## src/rtl/note_sequencer.sv

```systemverilog
// -----------------------------------------------------------------------------
// note_sequencer
//   Records up to 16 note codes into an external 16-entry RAM and plays them
//   back to a tone generator over a valid/ready handshake. Each presented
//   note is held for TICKS_PER_NOTE clock cycles after its handshake. Playback
//   either ends after the last note or, with loop_en, restarts from the first.
//
// Ports
//   clk         in   system clock, rising-edge active
//   reset       in   asynchronous active-low reset
//   load_n      in   active-low record key, falling edge records note_in
//   playback_n  in   active-low play key, falling edge starts playback
//   stop_n      in   active-low level abort of playback
//   loop_en     in   1 = restart from the first note after the last one
//   note_in     in   note code to record
//   mem_we      out  RAM write strobe
//   mem_addr    out  RAM address (write slot in IDLE/WRITE, play index otherwise)
//   mem_wdata   out  RAM write data
//   mem_rdata   in   RAM read data, valid one cycle after mem_addr
//   tone_note   out  note code to the tone generator, 0 = rest
//   tone_valid  out  handshake valid to the tone generator
//   tone_ready  in   handshake ready from the tone generator
//   note_count  out  number of stored notes, 0..16
//   playing     out  high in every playback state
// -----------------------------------------------------------------------------
module note_sequencer #(
    parameter int TICKS_PER_NOTE = 25000000,
    parameter int NOTE_W         = 5
) (
    input  logic              clk,
    input  logic              reset,
    input  logic              load_n,
    input  logic              playback_n,
    input  logic              stop_n,
    input  logic              loop_en,
    input  logic [NOTE_W-1:0] note_in,
    output logic              mem_we,
    output logic [3:0]        mem_addr,
    output logic [NOTE_W-1:0] mem_wdata,
    input  logic [NOTE_W-1:0] mem_rdata,
    output logic [NOTE_W-1:0] tone_note,
    output logic              tone_valid,
    input  logic              tone_ready,
    output logic [4:0]        note_count,
    output logic              playing
);

    typedef enum logic [2:0] {
        S_IDLE    = 3'd0,
        S_WRITE   = 3'd1,
        S_FETCH   = 3'd2,
        S_WAIT_RD = 3'd3,
        S_PRESENT = 3'd4,
        S_HOLD    = 3'd5
    } state_t;

    localparam logic [24:0] HOLD_LOAD = 25'(TICKS_PER_NOTE - 1);

    state_t            r_state;
    logic [4:0]        r_count;
    logic [3:0]        r_index;
    logic [24:0]       r_hold;
    logic [NOTE_W-1:0] r_tone_note;
    logic              r_tone_valid;
    logic              r_mem_we;
    logic [3:0]        r_mem_addr;
    logic [NOTE_W-1:0] r_mem_wdata;
    logic              r_playing;
    logic              r_load_d;
    logic              r_play_d;
    logic              r_armed;

    logic              w_load_edge;
    logic              w_play_edge;
    logic              w_in_play;
    logic              w_has_next;
    logic [4:0]        w_count_inc;

    // r_armed stays low for the first cycle after reset so that a key already
    // held down across reset release only loads its delay register and cannot
    // be mistaken for a fresh press.
    assign w_load_edge = r_armed & r_load_d & ~load_n;
    assign w_play_edge = r_armed & r_play_d & ~playback_n;
    assign w_in_play   = (r_state == S_FETCH) || (r_state == S_WAIT_RD) ||
                         (r_state == S_PRESENT) || (r_state == S_HOLD);
    // Another note follows when index+1 is still below the stored count.
    assign w_has_next  = (({1'b0, r_index}) + 5'd1) < r_count;
    assign w_count_inc = r_count + 5'd1;

    assign mem_we     = r_mem_we;
    assign mem_addr   = r_mem_addr;
    assign mem_wdata  = r_mem_wdata;
    assign tone_note  = r_tone_note;
    assign tone_valid = r_tone_valid;
    assign note_count = r_count;
    assign playing    = r_playing;

    // Sequencer FSM with all outputs registered alongside the state.
    always_ff @(posedge clk or negedge reset) begin
        if (!reset) begin
            r_state      <= S_IDLE;
            r_count      <= 5'd0;
            r_index      <= 4'd0;
            r_hold       <= 25'd0;
            r_tone_note  <= {NOTE_W{1'b0}};
            r_tone_valid <= 1'b0;
            r_mem_we     <= 1'b0;
            r_mem_addr   <= 4'd0;
            r_mem_wdata  <= {NOTE_W{1'b0}};
            r_playing    <= 1'b0;
            r_load_d     <= 1'b1;
            r_play_d     <= 1'b1;
            r_armed      <= 1'b0;
        end else begin
            r_load_d <= load_n;
            r_play_d <= playback_n;
            r_armed  <= 1'b1;

            if (w_in_play && !stop_n) begin
                // Abort outranks every other playback transition.
                r_state      <= S_IDLE;
                r_tone_note  <= {NOTE_W{1'b0}};
                r_tone_valid <= 1'b0;
                r_playing    <= 1'b0;
                r_index      <= 4'd0;
                r_hold       <= 25'd0;
                r_mem_addr   <= r_count[3:0];
            end else begin
                case (r_state)
                    S_IDLE: begin
                        // Load is checked first so it wins a same-cycle tie.
                        if (w_load_edge && (r_count != 5'd16)) begin
                            r_state     <= S_WRITE;
                            r_mem_we    <= 1'b1;
                            r_mem_addr  <= r_count[3:0];
                            r_mem_wdata <= note_in;
                        end else if (w_play_edge && (r_count != 5'd0)) begin
                            r_state    <= S_FETCH;
                            r_index    <= 4'd0;
                            r_mem_addr <= 4'd0;
                            r_playing  <= 1'b1;
                        end else begin
                            r_mem_addr <= r_count[3:0];
                        end
                    end
                    S_WRITE: begin
                        r_state    <= S_IDLE;
                        r_mem_we   <= 1'b0;
                        r_count    <= w_count_inc;
                        r_mem_addr <= w_count_inc[3:0];
                    end
                    S_FETCH: begin
                        // Address has been on the bus for this cycle.
                        r_state <= S_WAIT_RD;
                    end
                    S_WAIT_RD: begin
                        r_tone_note  <= mem_rdata;
                        r_tone_valid <= 1'b1;
                        r_state      <= S_PRESENT;
                    end
                    S_PRESENT: begin
                        if (tone_ready) begin
                            r_tone_valid <= 1'b0;
                            r_hold       <= HOLD_LOAD;
                            r_state      <= S_HOLD;
                        end else begin
                            r_state <= S_PRESENT;
                        end
                    end
                    S_HOLD: begin
                        if (r_hold == 25'd0) begin
                            if (w_has_next) begin
                                r_index    <= r_index + 4'd1;
                                r_mem_addr <= r_index + 4'd1;
                                r_state    <= S_FETCH;
                            end else if (loop_en) begin
                                r_index    <= 4'd0;
                                r_mem_addr <= 4'd0;
                                r_state    <= S_FETCH;
                            end else begin
                                r_tone_note <= {NOTE_W{1'b0}};
                                r_playing   <= 1'b0;
                                r_index     <= 4'd0;
                                r_mem_addr  <= r_count[3:0];
                                r_state     <= S_IDLE;
                            end
                        end else begin
                            r_hold <= r_hold - 25'd1;
                        end
                    end
                    default: begin
                        r_state      <= S_IDLE;
                        r_mem_we     <= 1'b0;
                        r_tone_valid <= 1'b0;
                        r_playing    <= 1'b0;
                    end
                endcase
            end
        end
    end

endmodule

```

## config.mk

```make
export PLATFORM = sky130hd
export DESIGN_NAME = note_sequencer
export DESIGN_NICKNAME = d
export VERILOG_FILES = /design/src/rtl/note_sequencer.sv
export SDC_FILE = /design/constraint.sdc
export NUM_CORES = 1
export LEC_CHECK = 0
export BUFFER_PORTS_ARGS = -buffer_cell sky130_fd_sc_hd__buf_2
export CAP_MARGIN = 10
export CORE_ASPECT_RATIO = 0.8
export CORE_MARGIN = 2
export CORE_UTILIZATION = 38
export CTS_CLUSTER_DIAMETER = 60
export DETAILED_ROUTE_END_ITERATION = 12
export PLACE_DENSITY = 0.6
export SYNTH_ARGS = -nofsm -noshare
export SYNTH_HDL_FRONTEND = slang
export SYNTH_SLANG_ARGS = --single-unit
```

## constraint.sdc

```tcl
create_clock -name clk -period 2.9 [get_ports clk]
set_input_delay 0.145 -clock clk [delete_from_list [all_inputs] [get_ports clk]]
set_output_delay 0.145 -clock clk [all_outputs]
set_load 0.005 [all_outputs]
```

==> flow_summary_export.csv <==
group,metric,value,unit
setup_path,crit_type,"reg -> reg",
synthesis,synth.top_cell.area_share,41.7,%
final_layout,final_net_count,438,
routing,drt_iter0_markers,202,
final_layout,fin_cells,527,
final_layout,area_growth,19.9,%
min_path,min_path_type,"in -> reg",
cts,cts_buffers,9,
routing,vias,3026,
floorplanning,die_h,87.3,um
placed_design,gp_congestion,0.830,
pwr,power_per_cell_area,1080,nW/um^2
setup_path,cp-startpoint,"r_index[0]",
synthesis,syn_inst,356,
status,status,"finished clean",
sta,tightest_slew,754,ps
cts,cts.sinks,57,
floorplanning,dieArea,9450,sq um
sta,period_share,92.1,%
synthesis,synth_edf_count,0,
final_layout,fin_area,3960,sq um
final_layout,antenna_cells,0,
final_layout,final_common_cell,"dfrtp_1",
synthesis,synthTopCellsByArea,"dfrtp_1, ha_1, a21oi_1, nand2_1, o21ai_0",
placed_design,dp_cells,508,
setup_path,cp-end-kind,"flop",
min_path,hp-start,"mem_rdata[2]",
setup_path,critPathArrivalTime,2940,ps
setup_path,slowest_delay,430,ps
final_layout,fillers,818,
setup_path,worstPathCellList,"ha_1 > xor2_1 > ha_1 > a211oi_1 > o221a_2 > nor2_1 > a31oi_1 > a22o_1",
sta,fmax,374,MHz
setup_path,path_depth,8,
synthesis,ys_async_sr_fraction,100,%
min_path,holdPathStages,2,
floorplanning,die-width,108,um
final_layout,final_cell_mix,"dfrtp_1, buf_2, nand2_1",
sta,rsz0062_at_grt,"false",
cts,clk_pin_slew,70,ps
placed_design,placed_cell_area,3700,sq um
setup_path,worstPathBufferInverterCount,0,
setup_path,cp-start-kind,"flop",
synthesis,ys_seq_elements,57,
grt,track_usage,19.7,%
floorplanning,std_cell_rows,30,
run,cap_violations,0,
sta,clock_skew,10.6,ps
synthesis,synthFlopType,"dfrtp_1",
synthesis,ys_types,58,
floorplanning,fp.coreArea,8450,sq um
routing,ant_nets,0,
final_layout,multi_input_area,1770,sq um
placed_design,dp.final_hpwl,6060,um
grt,grt_pass1_vias,2832,
cts,clock_path_buffers,2,
setup_path,worstPathRequired,3170,ps
grt,antenna_found_initial,0,
synthesis,yosys_warnings,0,
cts,cts-root-buf,"clkbuf_8",
cts,cts-htree-levels,3,
final_layout,drive_above_1_share,21.0,%
setup_path,crit_slowest_cell,"dfrtp_1",
grt,grt_max_degree,41,
synthesis,synth_area,3300,sq um
setup_path,r2r_cells,8,
synthesis,synthesis.nets,384,
pwr,vdd_drop_max,0.000390,V
setup_path,r2r_start,"r_index[0]",
final_layout,fin_util,46.8,%
sta,hold_viol_final,0,
routing,drt_wl_total,8470,um
routing,drt_pass1_iterations,4,
floorplanning,initial_utilization,39.1,%
synthesis,synth.avg_cell_area,9.27,sq um
sta,slew_headroom,49.4,%
setup_path,crit_family,"compound AO/OA/AOI/OAI gates",
setup_path,path_common_cell,"ha_1",
cts,post_cts_buffers,0,
sta,setup_viol,0,
cts,clk_latency,330,ps
routing,drc,0,
pwr,p_leak,1.79,nW
setup_path,crit_fanout,7,
routing,via_per_inst,5.74,
cts,cts_tree,"yes",
grt,grt_overflow_total,0,
placed_design,io_buffers,38,
sta,period_needed,2670,ps
synthesis,yosysSeqAreaShare,43.3,%
sta,fin_tns_setup,0,ps
synthesis,yosysTopAreaCell,"dfrtp_1",
floorplanning,ios,39,
routing,post_drt_wl_per_cell,16.1,um
sta,timing.hold.ws,32.7,ps
final_layout,seqCellArea,1430,sq um
sta,drv_slew,0,
grt,grt_pass1_wl,14400,um
==> state kept, by name, summed over array words and instances (netlist names), 3 cells and up <==
name and cells:
mem_addr 4, mem_wdata 5, note_count 5, r_hold 25
r_index 4, r_state 3, tone_note 5
==> per-layer routing <==
layer  up-vias  part of all wire, %  track usage [%]  wire length, um
met5         -                    0                0                0
met3        12                  7.5             5.16              638
met1      1444                   49             28.9             4160
met4         0                  1.4             6.06              119
li1       1460                    -                -                -
met2       110                   42             28.1             3540
==> worst register-to-register path: stages, from the launching register on <==
cell      delay, ps
dfrtp_1         430
ha_1            270
xor2_1          250
ha_1            290
a211oi_1        280
o221a_2         330
nor2_1          110
a31oi_1         440
a22o_1          210
==> kinds of logic after synthesis <==
logic type,share of synthesized area (%)
AND/OR/NAND/NOR,23.1
AO/OA/AOI/OAI,22.5
flip-flops,43.3
buffers and inverters,3.07
adder cells (fa/ha/maj),4.17
XOR/XNOR,2.12
multiplexers,1.71
other,0.114
==> layout make-up <==
| type | instances | area share [%] |
|---|---|---|
| Tap cell | 112 | 3.54 |
| Clock buffer | 13 | 4.02 |
| Sequential cell | 57 | 36.1 |
| Inverter | 11 | 1.04 |
| Timing Repair Buffer | 58 | 8.79 |
| Clock inverter | 3 | 1.65 |
| Multi-Input combinational cell | 273 | 44.8 |
==> cells in the mapped netlist, types with 5 or more instances <==
| library cell | instances |
|---|---|
| a211oi_1 | 7 |
| a21oi_1 | 25 |
| a22o_1 | 5 |
| a311oi_1 | 5 |
| a31oi_1 | 10 |
| clkbuf_1 | 11 |
| dfrtp_1 | 55 |
| ha_1 | 11 |
| inv_1 | 11 |
| mux2_2 | 5 |
| nand2_1 | 32 |
| nand3_1 | 13 |
| nor2_1 | 27 |
| nor3_1 | 14 |
| o21a_1 | 6 |
| o21ai_0 | 23 |
| o221a_2 | 5 |
| or3_1 | 9 |
| or4_1 | 7 |
| xnor2_1 | 6 |
==> stage by stage <==
stage,power (mW),setup slack [ps]
floorplan,2.72,557
global placement,3.37,388
detailed placement,3.40,301
CTS,4.27,280
global route,4.60,30.3
finish,4.26,229
==> worst paths after layout <==
| path | endpoint | slack, ps |
|---|---|---|
| max reg2reg | tone_note[0] | 230 |
| max | tone_note[0] | 230 |
| min in group asynchronous | tone_note[2] | 260 |
| min reg2reg | mem_we | 490 |
| min | tone_note[2] | 30 |
| max in group asynchronous | r_hold[8] | 1770 |
==> power by group <==
part | switching (mW) | total (mW) | internal (mW)
Sequential | 0.259 | 1.31 | 1.05
Combinational | 1.24 | 2.11 | 0.861
Clock | 0.320 | 0.850 | 0.531
Total | 1.82 | 4.26 | 2.44
==> timing repair <==
| action | CTS | global route |
|---|---|---|
| hold buffers | 3 | 0 |
| endpoints found under the hold margin | 17 | 0 |
| gates resized for setup | 0 | 1 |
| endpoints found under the setup margin | 0 | 5 |
Power figures use the tool's default switching activity.
